===== src/rtl/conv_acc_sequencer.sv =====
// conv_acc_sequencer: the CPU fills kernel/pixel shadow buffers over a small MMIO
// window. The sequencer then streams the taps into convolution_acc, starts it,
// polls for completion (bounded by a timeout) and latches the result.
module conv_acc_sequencer #(
  parameter int N_TAPS         = 9,
  parameter int TIMEOUT_CYCLES = 1024,
  parameter int DWIDTH         = 32
) (
  input  logic              clk,
  input  logic              rst,
  input  logic              cfg_en,
  input  logic              cfg_we,
  input  logic [5:0]        cfg_addr,
  input  logic [DWIDTH-1:0] cfg_din,
  output logic [DWIDTH-1:0] cfg_dout,
  output logic              acc_en,
  output logic              acc_we,
  output logic [5:0]        acc_addr,
  output logic [DWIDTH-1:0] acc_din,
  input  logic [DWIDTH-1:0] acc_dout,
  output logic              busy,
  output logic              done_irq
);
  localparam int            PW        = (TIMEOUT_CYCLES > 1) ? $clog2(TIMEOUT_CYCLES) : 1;
  localparam logic [PW-1:0] POLL_LAST = PW'(TIMEOUT_CYCLES - 1);
  localparam logic [3:0]    TAP_LAST  = 4'(N_TAPS - 1);
  localparam logic [5:0]    A_CTRL    = 6'h20;
  localparam logic [5:0]    A_STATUS  = 6'h21;
  localparam logic [5:0]    A_RESULT  = 6'h22;

  typedef enum logic [2:0] {
    S_IDLE, S_LOAD_K, S_LOAD_P, S_START, S_POLL, S_READ, S_DONE
  } state_t;

  state_t            state, state_nxt;
  logic [DWIDTH-1:0] kbuf [N_TAPS];
  logic [DWIDTH-1:0] pbuf [N_TAPS];
  logic [DWIDTH-1:0] result;
  logic [3:0]        tap;
  logic [PW-1:0]     poll_cnt;
  logic              done_q, tmo_q, job_tmo;
  logic              cfg_wr, k_hit, p_hit, start_go, sts_wr, poll_expire;

  assign cfg_wr      = cfg_en & cfg_we;
  assign k_hit       = (cfg_addr[5:4] == 2'b00) & (cfg_addr[3:0] <= TAP_LAST);
  assign p_hit       = (cfg_addr[5:4] == 2'b01) & (cfg_addr[3:0] <= TAP_LAST);
  assign start_go    = cfg_wr & (cfg_addr == A_CTRL) & cfg_din[0] & ~busy;
  assign sts_wr      = cfg_wr & (cfg_addr == A_STATUS);
  // done bit has priority over the poll limit on the last poll cycle
  assign poll_expire = (state == S_POLL) & ~acc_dout[0] & (poll_cnt == POLL_LAST);
  assign done_irq    = (state == S_DONE);

  // CPU read mux, purely combinational from the address
  always_comb begin
    cfg_dout = '0;
    if (k_hit)                      cfg_dout = kbuf[cfg_addr[3:0]];
    else if (p_hit)                 cfg_dout = pbuf[cfg_addr[3:0]];
    else if (cfg_addr == A_STATUS)  cfg_dout = DWIDTH'({tmo_q, done_q, busy});
    else if (cfg_addr == A_RESULT)  cfg_dout = result;
  end

  // shadow buffers, frozen while a job is running
  always_ff @(posedge clk or posedge rst) begin
    if (rst) begin
      for (int i = 0; i < N_TAPS; i++) begin
        kbuf[i] <= '0;
        pbuf[i] <= '0;
      end
    end else if (cfg_wr && !busy) begin
      if (k_hit) kbuf[cfg_addr[3:0]] <= cfg_din;
      if (p_hit) pbuf[cfg_addr[3:0]] <= cfg_din;
    end
  end

  // state register; tap and poll counters restart on every state entry
  always_ff @(posedge clk or posedge rst) begin
    if (rst) begin
      state    <= S_IDLE;
      tap      <= '0;
      poll_cnt <= '0;
    end else begin
      state <= state_nxt;
      if (state_nxt != state) begin
        tap      <= '0;
        poll_cnt <= '0;
      end else begin
        tap      <= tap + 4'd1;
        poll_cnt <= poll_cnt + 1'b1;
      end
    end
  end

  // job status: START clears, CPU write-1-to-clear, completion set wins over clear
  always_ff @(posedge clk or posedge rst) begin
    if (rst) begin
      busy    <= 1'b0;
      done_q  <= 1'b0;
      tmo_q   <= 1'b0;
      job_tmo <= 1'b0;
      result  <= '0;
    end else begin
      if (start_go) begin
        busy    <= 1'b1;
        done_q  <= 1'b0;
        tmo_q   <= 1'b0;
        job_tmo <= 1'b0;
      end else if (sts_wr) begin
        if (cfg_din[1]) done_q <= 1'b0;
        if (cfg_din[2]) tmo_q  <= 1'b0;
      end
      if (poll_expire)      job_tmo <= 1'b1;
      if (state == S_READ)  result  <= acc_dout;
      if (state == S_DONE) begin
        busy <= 1'b0;
        if (job_tmo) tmo_q  <= 1'b1;
        else         done_q <= 1'b1;
      end
    end
  end

  // next state and accelerator port drive
  always_comb begin
    state_nxt = state;
    acc_en    = 1'b0;
    acc_we    = 1'b0;
    acc_addr  = '0;
    acc_din   = '0;
    case (state)
      S_IDLE: if (start_go) state_nxt = cfg_din[1] ? S_LOAD_K : S_LOAD_P;
      S_LOAD_K: begin
        acc_en   = 1'b1;
        acc_we   = 1'b1;
        acc_addr = {2'b00, tap};
        acc_din  = kbuf[tap];
        if (tap == TAP_LAST) state_nxt = S_LOAD_P;
      end
      S_LOAD_P: begin
        acc_en   = 1'b1;
        acc_we   = 1'b1;
        acc_addr = {2'b01, tap};
        acc_din  = pbuf[tap];
        if (tap == TAP_LAST) state_nxt = S_START;
      end
      S_START: begin
        acc_en    = 1'b1;
        acc_we    = 1'b1;
        acc_addr  = A_CTRL;
        acc_din   = DWIDTH'(1);
        state_nxt = S_POLL;
      end
      S_POLL: begin
        acc_en   = 1'b1;
        acc_addr = A_STATUS;
        if (acc_dout[0])      state_nxt = S_READ;
        else if (poll_expire) state_nxt = S_DONE;
      end
      S_READ: begin
        acc_en    = 1'b1;
        acc_addr  = A_RESULT;
        state_nxt = S_DONE;
      end
      S_DONE:  state_nxt = S_IDLE;
      default: state_nxt = S_IDLE;
    endcase
  end
endmodule


===== config.mk =====
export PLATFORM = sky130hd
export DESIGN_NAME = conv_acc_sequencer
export DESIGN_NICKNAME = d
export VERILOG_FILES = /design/src/rtl/conv_acc_sequencer.sv
export SDC_FILE = /design/constraint.sdc
export NUM_CORES = 1
export LEC_CHECK = 0
export CAP_MARGIN = 20
export CORE_MARGIN = 5
export CORE_UTILIZATION = 61
export DETAILED_ROUTE_END_ITERATION = 12
export GPL_TIMING_DRIVEN = 0
export PLACE_DENSITY = 0.78
export SYNTH_ARGS = -nofsm -noshare
export SYNTH_HDL_FRONTEND = slang
export SYNTH_SLANG_ARGS = --single-unit
export TNS_END_PERCENT = 20

===== constraint.sdc =====
create_clock -name clk -period 27.6 [get_ports clk]
set_input_delay 5.52 -clock clk [delete_from_list [all_inputs] [get_ports clk]]
set_output_delay 5.52 -clock clk [all_outputs]
set_load 0.03 [all_outputs]

==> metrics.csv <==
stage,metric,value,unit
setup_path,critical-path-slowest-cell,nor4b_4,
grt,grt_pass1_wl,174000,um
floorplan,rows,85,
cts,cts.sink_count,629,
sta,finalMaxSlewViolations,0,
yosys,ys_top_cells_by_area,"dfrtp_1 48%, mux2_2 21%, mux4_2 16%",
setup_path,startpoint_type,input pin,
floorplan,io_pins,148,
floorplan,initial_utilization,61.3,%
setup_path,r2r-start,tap[1],
setup_path,cp.required,22080,ps
drt,drt_first_pass_iters,7,
grt,overflow,0,
place,io_buffer_count,143,
cts,cts_setup_buffers,0,
yosys,async_flop_share,100,%
layout,area_growth,16.0,%
setup_path,critPathKind,in -> out,
floorplan,die_h,242,um
flow_run,maxCapViolCount,0,
cts,path_clk_slew,70,ps
sta,post-route-period-util,55.7,%
layout,final_layout_size_suffix_gt1_share,42.5,%
yosys,synth_seq_cells,629,
sta,relSlewSlack,11.4,%
floorplan,coreArea,53500,um^2
layout,design_area,38000,um^2
setup_path,crit_fanout,10,
yosys,synth_cells,2232,
pwr,power_leakage,17.1,nW
drt,drt-initial-drc-count,3987,
yosys,synth_top_cell_by_area,dfrtp_1,
drt,drc,0,
yosys,yosys-top-cells-count,"629 x dfrtp_1, 600 x mux2_2, 235 x mux4_2, 151 x a22oi_1, 118 x clkbuf_1",
cts,numCtsBuffers,68,
yosys,avgSynthCellArea,14.7,um^2
pwr,max-vdd-ir-drop,0.0000820,V
cts,post_cts_resized,0,
yosys,synth_top_area_share,48.0,%
sta,skew,21.1,ps
place,place_area,35600,um^2
sta,finalSetupViolCount,0,
cts,clockBufferDepth,3,
hold_path,hp-class,reg -> reg,
sta,fmax,0.0650,GHz
yosys,synth_area,32800,um^2
yosys,yosysMostFrequentCell,dfrtp_1,
drt,avgViaCountPerCell,7.64,
sta,hold_ws,510,ps
drt,via_count,24673,
drt,wirelength,123000,um
grt,grt_pass1_vias,24940,
place,dp_hpwl,81300,um
layout,final_nets,2559,
setup_path,end_kind,output pin,
setup_path,cp_common_cell,clkdlybuf4s50_1,
setup_path,r2r_setup_slack,23800,ps
yosys,ys_warn_count,0,
yosys,yosysUniqueCellTypes,58,
cts,cts.htree.levels,3,
sta,worstMarginPinSlew,1330,ps
setup_path,slowest_delay,1080,ps
drt,final_antenna_net_count,0,
setup_path,path_cells,clkdlybuf4s50_1 -> nor4b_4 -> and2b_1 -> clkbuf_1 -> a221oi_1 -> a22oi_1 -> clkdlybuf4s50_1,
grt,grt_max_degree,137,
floorplan,dieArea,58500,um^2
cts,clk-insertion-delay-late,620,ps
cts,cts_hold_buffers,0,
hold_path,worstHoldStart,poll_cnt[0],
cts,cts-root-buf,clkbuf_16,
grt,grt_usage,41.2,%
yosys,syn_nets,2309,
status,status,finished clean,
setup_path,startpoint,cfg_addr[0],
grt,antenna_found_initial,3,
yosys,synth_ff_type,dfrtp_1,
setup_path,critPathArrivalTime,9850,ps
yosys,synth_edf_count,0,
pwr,power.density,74.8,nW/um^2
place,finalWeightedCongestion,0.984,
drt,wire_per_inst,37.9,um
layout,nFillCells,3568,
yosys,yosysSeqAreaShare,48.0,%
sta,rsz0062_at_grt,false,
sta,finalHoldViolations,0,
sta,fin_crit,15370,ps
cts,tritoncts,done,
floorplan,die_w,242,um
where the power goes:
part           internal [mW]  leakage (nW)  switching (mW)
Sequential              1.01          8.53          0.0748
Clock                  0.571          1.14           0.389
Combinational          0.309          7.43           0.486
worst max-delay path: cells and delay by family:
| kind | cells | cell delay [ps] |
|---|---|---|
| AOI/OAI and AO/OA | 2 | 810 |
| and+or+nand+nor | 2 | 1360 |
| buffers and inverters | 3 | 2150 |
sequential cells by signal, indices dropped and copies added, names as in the netlist:
signal,cells
busy,1
done_q,1
job_tmo,1
kbuf,288
pbuf,288
poll_cnt,10
result,32
state,3
tap,4
tmo_q,1
metrics by stage:
stage                TNS, ps  utilization [%]  std cells  worst slack, ps  total power, mW
floorplan                  0                -       2232             4460             1.50
global placement    -1144510             65.6       3071            -1910             1.79
detailed placement         0             66.5       3098            12560             1.84
CTS                        0             70.8       3218            12550             2.79
global route               0             71.1       3229            12430             2.89
finish                     0             71.1       3230            12230             2.84
cell families (layout without fill, tap and decap cells):
logic type	count (synthesis)	after routing	synth area share, %
AO/OA/AOI/OAI	272	272	6.16
XOR/XNOR	10	10	0.267
adder cells (fa/ha/maj)	3	3	0.115
buffers and inverters	225	525	2.95
flip-flops	629	629	48.0
multiplexers	924	924	39.6
other	0	2	0
AND/OR/NAND/NOR	169	169	2.84
placed cells by master, fill, tap and decap left out, types with 7 or more instances in the layout:
| cell | n |
|---|---|
| nand2b_1 | 7 |
| mux2_1 | 40 |
| buf_1 | 17 |
| buf_16 | 7 |
| clkbuf_8 | 13 |
| buf_2 | 76 |
| clkinv_2 | 12 |
| clkbuf_1 | 130 |
| xor2_1 | 7 |
| mux2i_1 | 49 |
| clkbuf_16 | 71 |
| nor2b_1 | 13 |
| nand2_1 | 54 |
| dfrtp_1 | 629 |
| and2_1 | 8 |
| nor3_1 | 17 |
| o211ai_1 | 35 |
| mux2_2 | 600 |
| buf_4 | 8 |
| nor2_1 | 14 |
| mux4_2 | 235 |
| a21oi_1 | 30 |
| a22oi_1 | 151 |
| bufinv_16 | 7 |
| buf_8 | 26 |
| nand3_1 | 17 |
| a221oi_1 | 25 |
| clkdlybuf4s50_1 | 143 |
cell type report:
type	instances	area [um^2]	share of cell area (%)
Tap cell	696	871	2.29
Clock inverter	22	297	0.780
Clock buffer	98	2010	5.28
Buffer	219	947	2.49
Timing Repair Buffer	180	2060	5.41
Antenna cell	2	5.00	0.0132
Inverter	6	30.0	0.0790
Multi-Input combinational cell	1378	16100	42.3
Sequential cell	629	15700	41.4
worst paths after layout:
path | endpoint | cells past startpoint
worst min-delay path | poll_cnt[0] | 1
min in group asynchronous | result[8] | 2
max in group asynchronous | kbuf[281] | 5
worst max register to register | poll_cnt[3] | 10
worst max-delay path | cfg_dout[19] | 7
worst min register to register | poll_cnt[0] | 1
per-layer routing:
layer | GRT usage [%] | share of wire (%) | routed length, um | vias to the layer above
li1 | - | - | - | 9233
met1 | 51.9 | 34 | 42100 | 12748
met2 | 59.4 | 43 | 52300 | 2137
met3 | 17.4 | 15 | 18100 | 551
met4 | 26.0 | 8.2 | 10000 | 4
met5 | 0.654 | 0.038 | 46 | -
No activity file was read; power rests on OpenSTA's default activity.
